[src/rtl/pc_fetch_unit.sv]
// Program counter and fetch-stage controller: prioritised next-PC selection,
// IF/ID PC/valid register with squash on redirect, and a circular return-address stack.
module pc_fetch_unit #(
    parameter int              ADDR_W     = 8,
    parameter int              STEP       = 1,
    parameter logic [ADDR_W-1:0] RESET_ADDR = '0,
    parameter logic [ADDR_W-1:0] TRAP_ADDR  = 8'hF0,
    parameter int              RAS_DEPTH  = 4
) (
    input  logic              clk,
    input  logic              reset,
    input  logic              stall,
    input  logic              branch_taken,
    input  logic [ADDR_W-1:0] branch_target,
    input  logic              jump,
    input  logic [ADDR_W-1:0] jump_target,
    input  logic              call,
    input  logic [ADDR_W-1:0] return_addr,
    input  logic              ret,
    input  logic              trap,
    output logic [ADDR_W-1:0] instruction_address,
    output logic [ADDR_W-1:0] if_id_pc,
    output logic              if_id_valid,
    output logic              ras_empty,
    output logic              ras_full,
    output logic              ras_underflow
);
    localparam int PTR_W = $clog2(RAS_DEPTH);
    localparam int CNT_W = $clog2(RAS_DEPTH + 1);
    localparam logic [CNT_W-1:0] CNT_MAX = CNT_W'(RAS_DEPTH);
    localparam logic [CNT_W-1:0] CNT_ONE = CNT_W'(1);
    localparam logic [PTR_W-1:0] PTR_ONE = PTR_W'(1);

    logic [RAS_DEPTH-1:0][ADDR_W-1:0] ras_mem;
    logic [PTR_W-1:0]                 top_ptr, ptr_nxt, wr_idx;
    logic [CNT_W-1:0]                 ras_cnt, cnt_nxt;
    logic                             ras_wr, underflow_nxt, redirect;
    logic [ADDR_W-1:0]                pc_nxt, ras_top;
    logic                             cnt_zero, cnt_full;

    assign ras_top  = ras_mem[top_ptr];
    assign cnt_zero = (ras_cnt == '0);
    assign cnt_full = (ras_cnt == CNT_MAX);

    // Next-PC selection, highest priority first; reset is applied in the register.
    always_comb begin
        pc_nxt   = instruction_address + ADDR_W'(STEP);
        redirect = 1'b0;
        if (trap) begin
            pc_nxt   = TRAP_ADDR;
            redirect = 1'b1;
        end else if (ret) begin
            pc_nxt   = cnt_zero ? TRAP_ADDR : ras_top;
            redirect = 1'b1;
        end else if (call || jump) begin
            pc_nxt   = jump_target;
            redirect = 1'b1;
        end else if (branch_taken) begin
            pc_nxt   = branch_target;
            redirect = 1'b1;
        end else if (stall) begin
            pc_nxt   = instruction_address;
        end
    end

    // Stack update; a trap in the same cycle suppresses any call/ret effect.
    always_comb begin
        ptr_nxt       = top_ptr;
        cnt_nxt       = ras_cnt;
        wr_idx        = top_ptr;
        ras_wr        = 1'b0;
        underflow_nxt = 1'b0;
        if (!trap) begin
            unique case ({call, ret})
                2'b10: begin
                    ptr_nxt = top_ptr + PTR_ONE;
                    wr_idx  = top_ptr + PTR_ONE;
                    ras_wr  = 1'b1;
                    cnt_nxt = cnt_full ? ras_cnt : ras_cnt + CNT_ONE;
                end
                2'b01: begin
                    if (cnt_zero) begin
                        underflow_nxt = 1'b1;
                    end else begin
                        ptr_nxt = top_ptr - PTR_ONE;
                        cnt_nxt = ras_cnt - CNT_ONE;
                    end
                end
                2'b11: begin
                    ras_wr = 1'b1;
                    if (cnt_zero) begin
                        ptr_nxt       = top_ptr + PTR_ONE;
                        wr_idx        = top_ptr + PTR_ONE;
                        cnt_nxt       = CNT_ONE;
                        underflow_nxt = 1'b1;
                    end
                end
                default: ;
            endcase
        end
    end

    always_ff @(posedge clk) begin
        if (reset) begin
            instruction_address <= RESET_ADDR;
            if_id_pc            <= RESET_ADDR;
            if_id_valid         <= 1'b0;
            top_ptr             <= '0;
            ras_cnt             <= '0;
            ras_empty           <= 1'b1;
            ras_full            <= 1'b0;
            ras_underflow       <= 1'b0;
        end else begin
            instruction_address <= pc_nxt;
            if (redirect) begin
                if_id_pc    <= instruction_address;
                if_id_valid <= 1'b0;
            end else if (!stall) begin
                if_id_pc    <= instruction_address;
                if_id_valid <= 1'b1;
            end
            if (ras_wr) ras_mem[wr_idx] <= return_addr;
            top_ptr       <= ptr_nxt;
            ras_cnt       <= cnt_nxt;
            ras_empty     <= (cnt_nxt == '0);
            ras_full      <= (cnt_nxt == CNT_MAX);
            ras_underflow <= underflow_nxt;
        end
    end
endmodule
[config.mk]
export PLATFORM = sky130hd
export DESIGN_NAME = pc_fetch_unit
export DESIGN_NICKNAME = d
export VERILOG_FILES = /design/src/rtl/pc_fetch_unit.sv
export SDC_FILE = /design/constraint.sdc
export NUM_CORES = 1
export LEC_CHECK = 0
export CAP_MARGIN = 10
export CORE_AREA = 2 2 108 110
export DETAILED_ROUTE_END_ITERATION = 10
export DIE_AREA = 0 0 110 112
export HOLD_SLACK_MARGIN = 0.08
export PLACE_DENSITY_LB_ADDON = 0.1
export SETUP_SLACK_MARGIN = 0.02
export SYNTH_ARGS = -nofsm -noshare
export SYNTH_HDL_FRONTEND = slang
export SYNTH_SLANG_ARGS = --single-unit
[constraint.sdc]
create_clock -name clk -period 2.51 [get_ports clk]
set_input_delay 0.753 -clock clk [delete_from_list [all_inputs] [get_ports clk]]
set_output_delay 0.753 -clock clk [all_outputs]
set_load 0.02 [all_outputs]
==> out/metrics.csv <==
stage;metric;value;unit
run_status;status;complete, no violations;
die;IO Pins;52;
setup_path;CP Launch Point;instruction_address[2];
route;routed len/inst;16.5;um
synth;synth top area cells;edfxtp_1, dfxtp_1, mux4_2;
cells_and_area;most frequent cells in the layout;clkdlybuf4s50_1, edfxtp_1, nor2_1, dfxtp_1, buf_4;
route;detailed-route via count;2094;
cts;post-CTS sizing;0;
cells_and_area;layout cells sized above 1;0.196;
synth;Synth area leader;edfxtp_1;
cells_and_area;# diodes;0;
setup_path;Worst Path Arrival;1520;ps
grt;initial antenna violation count;0;
setup_path;worst reg2reg setup slack;300;ps
sta;Clock Skew;5.81;ps
place;Worst Setup Slack post-DPL;3.54;ps
pwr;Worst VDD drop;0.000370;V
hold_path;Hold WC Path Type;reg2reg;
setup_path;highest-delay cell along the critical path;clkdlybuf4s50_1;
route;Iter 0 DRT Violations;73;
pwr;P_leak;0.00140;uW
setup_path;WP buf/inv;1;
die;initial core utilization;0.246;
setup_path;Setup crit end;instruction_address[2];
setup_path;Worst Path Required;1760;ps
synth;YS warnings;0;
synth;Post-synth ARST share;0;
sta;Slew Viols, Final;0;
setup_path;Cell Chain, Critical Path;clkdlybuf4s50_1;
synth;#FFs+latches synth;57;
die;site row count;39;
sta;TNS Setup;0;ps
setup_path;worst flop-to-flop path endpoint;ras_mem[8];
die;Core ar.;11200;um^2
cells_and_area;commonest non-fill, non-tap cell in the layout;clkdlybuf4s50_1;
grt;total gr overflow;0;
cts;Post-CTS Hold Buffers;0;
grt;first-pass GRT wire length;11.7;mm
route;Remaining DRCs;0;
route;Routed Antenna Nets;0;
place;Port-buffer cells;51;
setup_path;critical path type;reg2out;
route;drt pass-1 iters;4;
route;drt via density;4.60;
sta;Final setup viols;0;
setup_path;RR Startpoint;ras_cnt[0];
place;DPL Wire Length;5.46;mm
cts;CTS Buf Count;9;
setup_path;CP startpoint kind;register;
die;Die Width;110;um
grt;largest net degree at the start of global routing;18;
cts;clock slew at reported path FFs;60;ps
synth;synthesized area per cell;11.8;um^2
synth;synth unique cells;57;
setup_path;critical path peak fanout;8;
cells_and_area;final net count;343;
setup_path;R2R cell count;7;
die;Die Ht;112;um
sta;post-layout worst setup margin;233;ps
sta;Slew @ Worst Pin;809;ps
setup_path;CP peak stage delay;670;ps
route;Routed WL;7.50;mm
synth;synthesized area;2750;um^2
grt;vias in the first global route;2093;
grt;Total GRT Usage;0.130;
synth;Post-Syn Instances;233;
sta;Slew HR;0.460;
setup_path;Worst path top cell family by delay;buffers and inverters;
cts;Sink Count;57;
synth;Post-synth EDFFs;32;
die;full die area;12300;um^2
cts;Setup Buffers After CTS;0;
sta;RSZ-0062 raised after global routing;false;
synth;post-synthesis sequential area ratio;0.532;
cts;H-tree Lvls;3;
sta;endpoints failing hold;0;
setup_path;CP endpoint kind;output pin;
synth;Syn Nets;269;
cells_and_area;synth-to-layout area growth;39.7;%
sta;Tmin final;2280;ps
setup_path;cell count along the critical path;1;
cts;CTS tree;yes;
run;number of max-cap violations;0;
synth;area share of the leading cell type in the synthesized netlist;0.350;
pwr;Power Dens Cells;677;nW/um^2
sta;ratio of final minimum period to clock period;0.907;
cts;Clock Latency Late Sink;330;ps
place;routability cong.;0.817;
cts;CTS root buf;clkbuf_16;
cts;Max Buffers Root-to-Sink;2;
sta;Max Freq;0.439;GHz
synth;ys flop type;edfxtp_1;
==> logic make-up after synthesis <==
family / synth area share
simple gates: 0.164
flops: 0.532
compound gates: 0.113
buf+inv: 0.0419
mux: 0.102
xor+xnor: 0.0287
fa+ha+maj: 0.0182
==> worst min path at each step <==
stage                      from          end  cells after the start
global route        if_id_pc[7]  if_id_pc[7]                      2
global placement    if_id_pc[3]  if_id_pc[3]                      2
floorplan           if_id_pc[0]  if_id_pc[0]                      2
finish              if_id_pc[4]  if_id_pc[4]                      2
detailed placement  if_id_pc[4]  if_id_pc[4]                      2
CTS                 if_id_pc[4]  if_id_pc[4]                      2
==> power breakdown <==
group / switching [uW] / total, uW / internal [uW]
Clock: 486 / 1170 / 686
Combinational: 169 / 363 / 194
Sequential: 44.3 / 1070 / 1020
Total: 699 / 2600 / 1900
==> metrics by stage <==
stage / instances / util / hold WS (ps) / power (uW) / area (um^2)
after CTS: 455 / 0.344 / 498 / 2650 / 3840
final: 455 / 0.344 / 491 / 2600 / 3840
after global placement: 439 / 0.318 / 478 / 1450 / 3550
after global routing: 455 / 0.344 / 519 / 2720 / 3840
after detailed placement: 439 / 0.318 / 483 / 1450 / 3550
after floorplan: 233 / - / 583 / 1280 / 2750
==> cells in the mapped netlist, drive strengths merged, types with 2 or more instances <==
master   count
or3          2
xor2         3
a211oi       3
buf          9
o211ai       2
o21ai        9
dfxtp       25
xnor2        6
and3         3
edfxtp      32
clkbuf       5
or4          2
nand2b       3
nand3        8
nor3         6
mux4         8
ha           4
nand3b       4
mux2i       10
a21oi       18
nor2        26
nor3b        3
nor2b        2
nand4bb      2
nand2        9
o221ai       3
inv          6
nand4        2
==> routing by layer <==
layer | global-route usage | vias up | wire, um
met3 | 0.0392 | 8 | 394
met2 | 0.204 | 51 | 3590
met1 | 0.171 | 1005 | 3450
met4 | 0.0405 | 0 | 66
li1 | - | 1030 | -
met5 | 0 | - | 0
==> flip-flops by register name, indices dropped and copies added (netlist names) <==
signal	flops
if_id_pc	8
ras_cnt	3
ras_mem	32
top_ptr	2
ras_empty	1
ras_full	1
ras_underflow	1
if_id_valid	1
instruction_address	8
==> area by class of cell <==
cell class | instances | area [um^2]
clock buffer | 9 | 225
clock inverter | 7 | 62.6
fill | 1138 | 7330
inverter | 6 | 22.5
multi-input combinational | 156 | 1170
sequential | 57 | 1460
tap | 143 | 179
timing repair buffer | 77 | 718
Power figures use the tool's default switching activity.
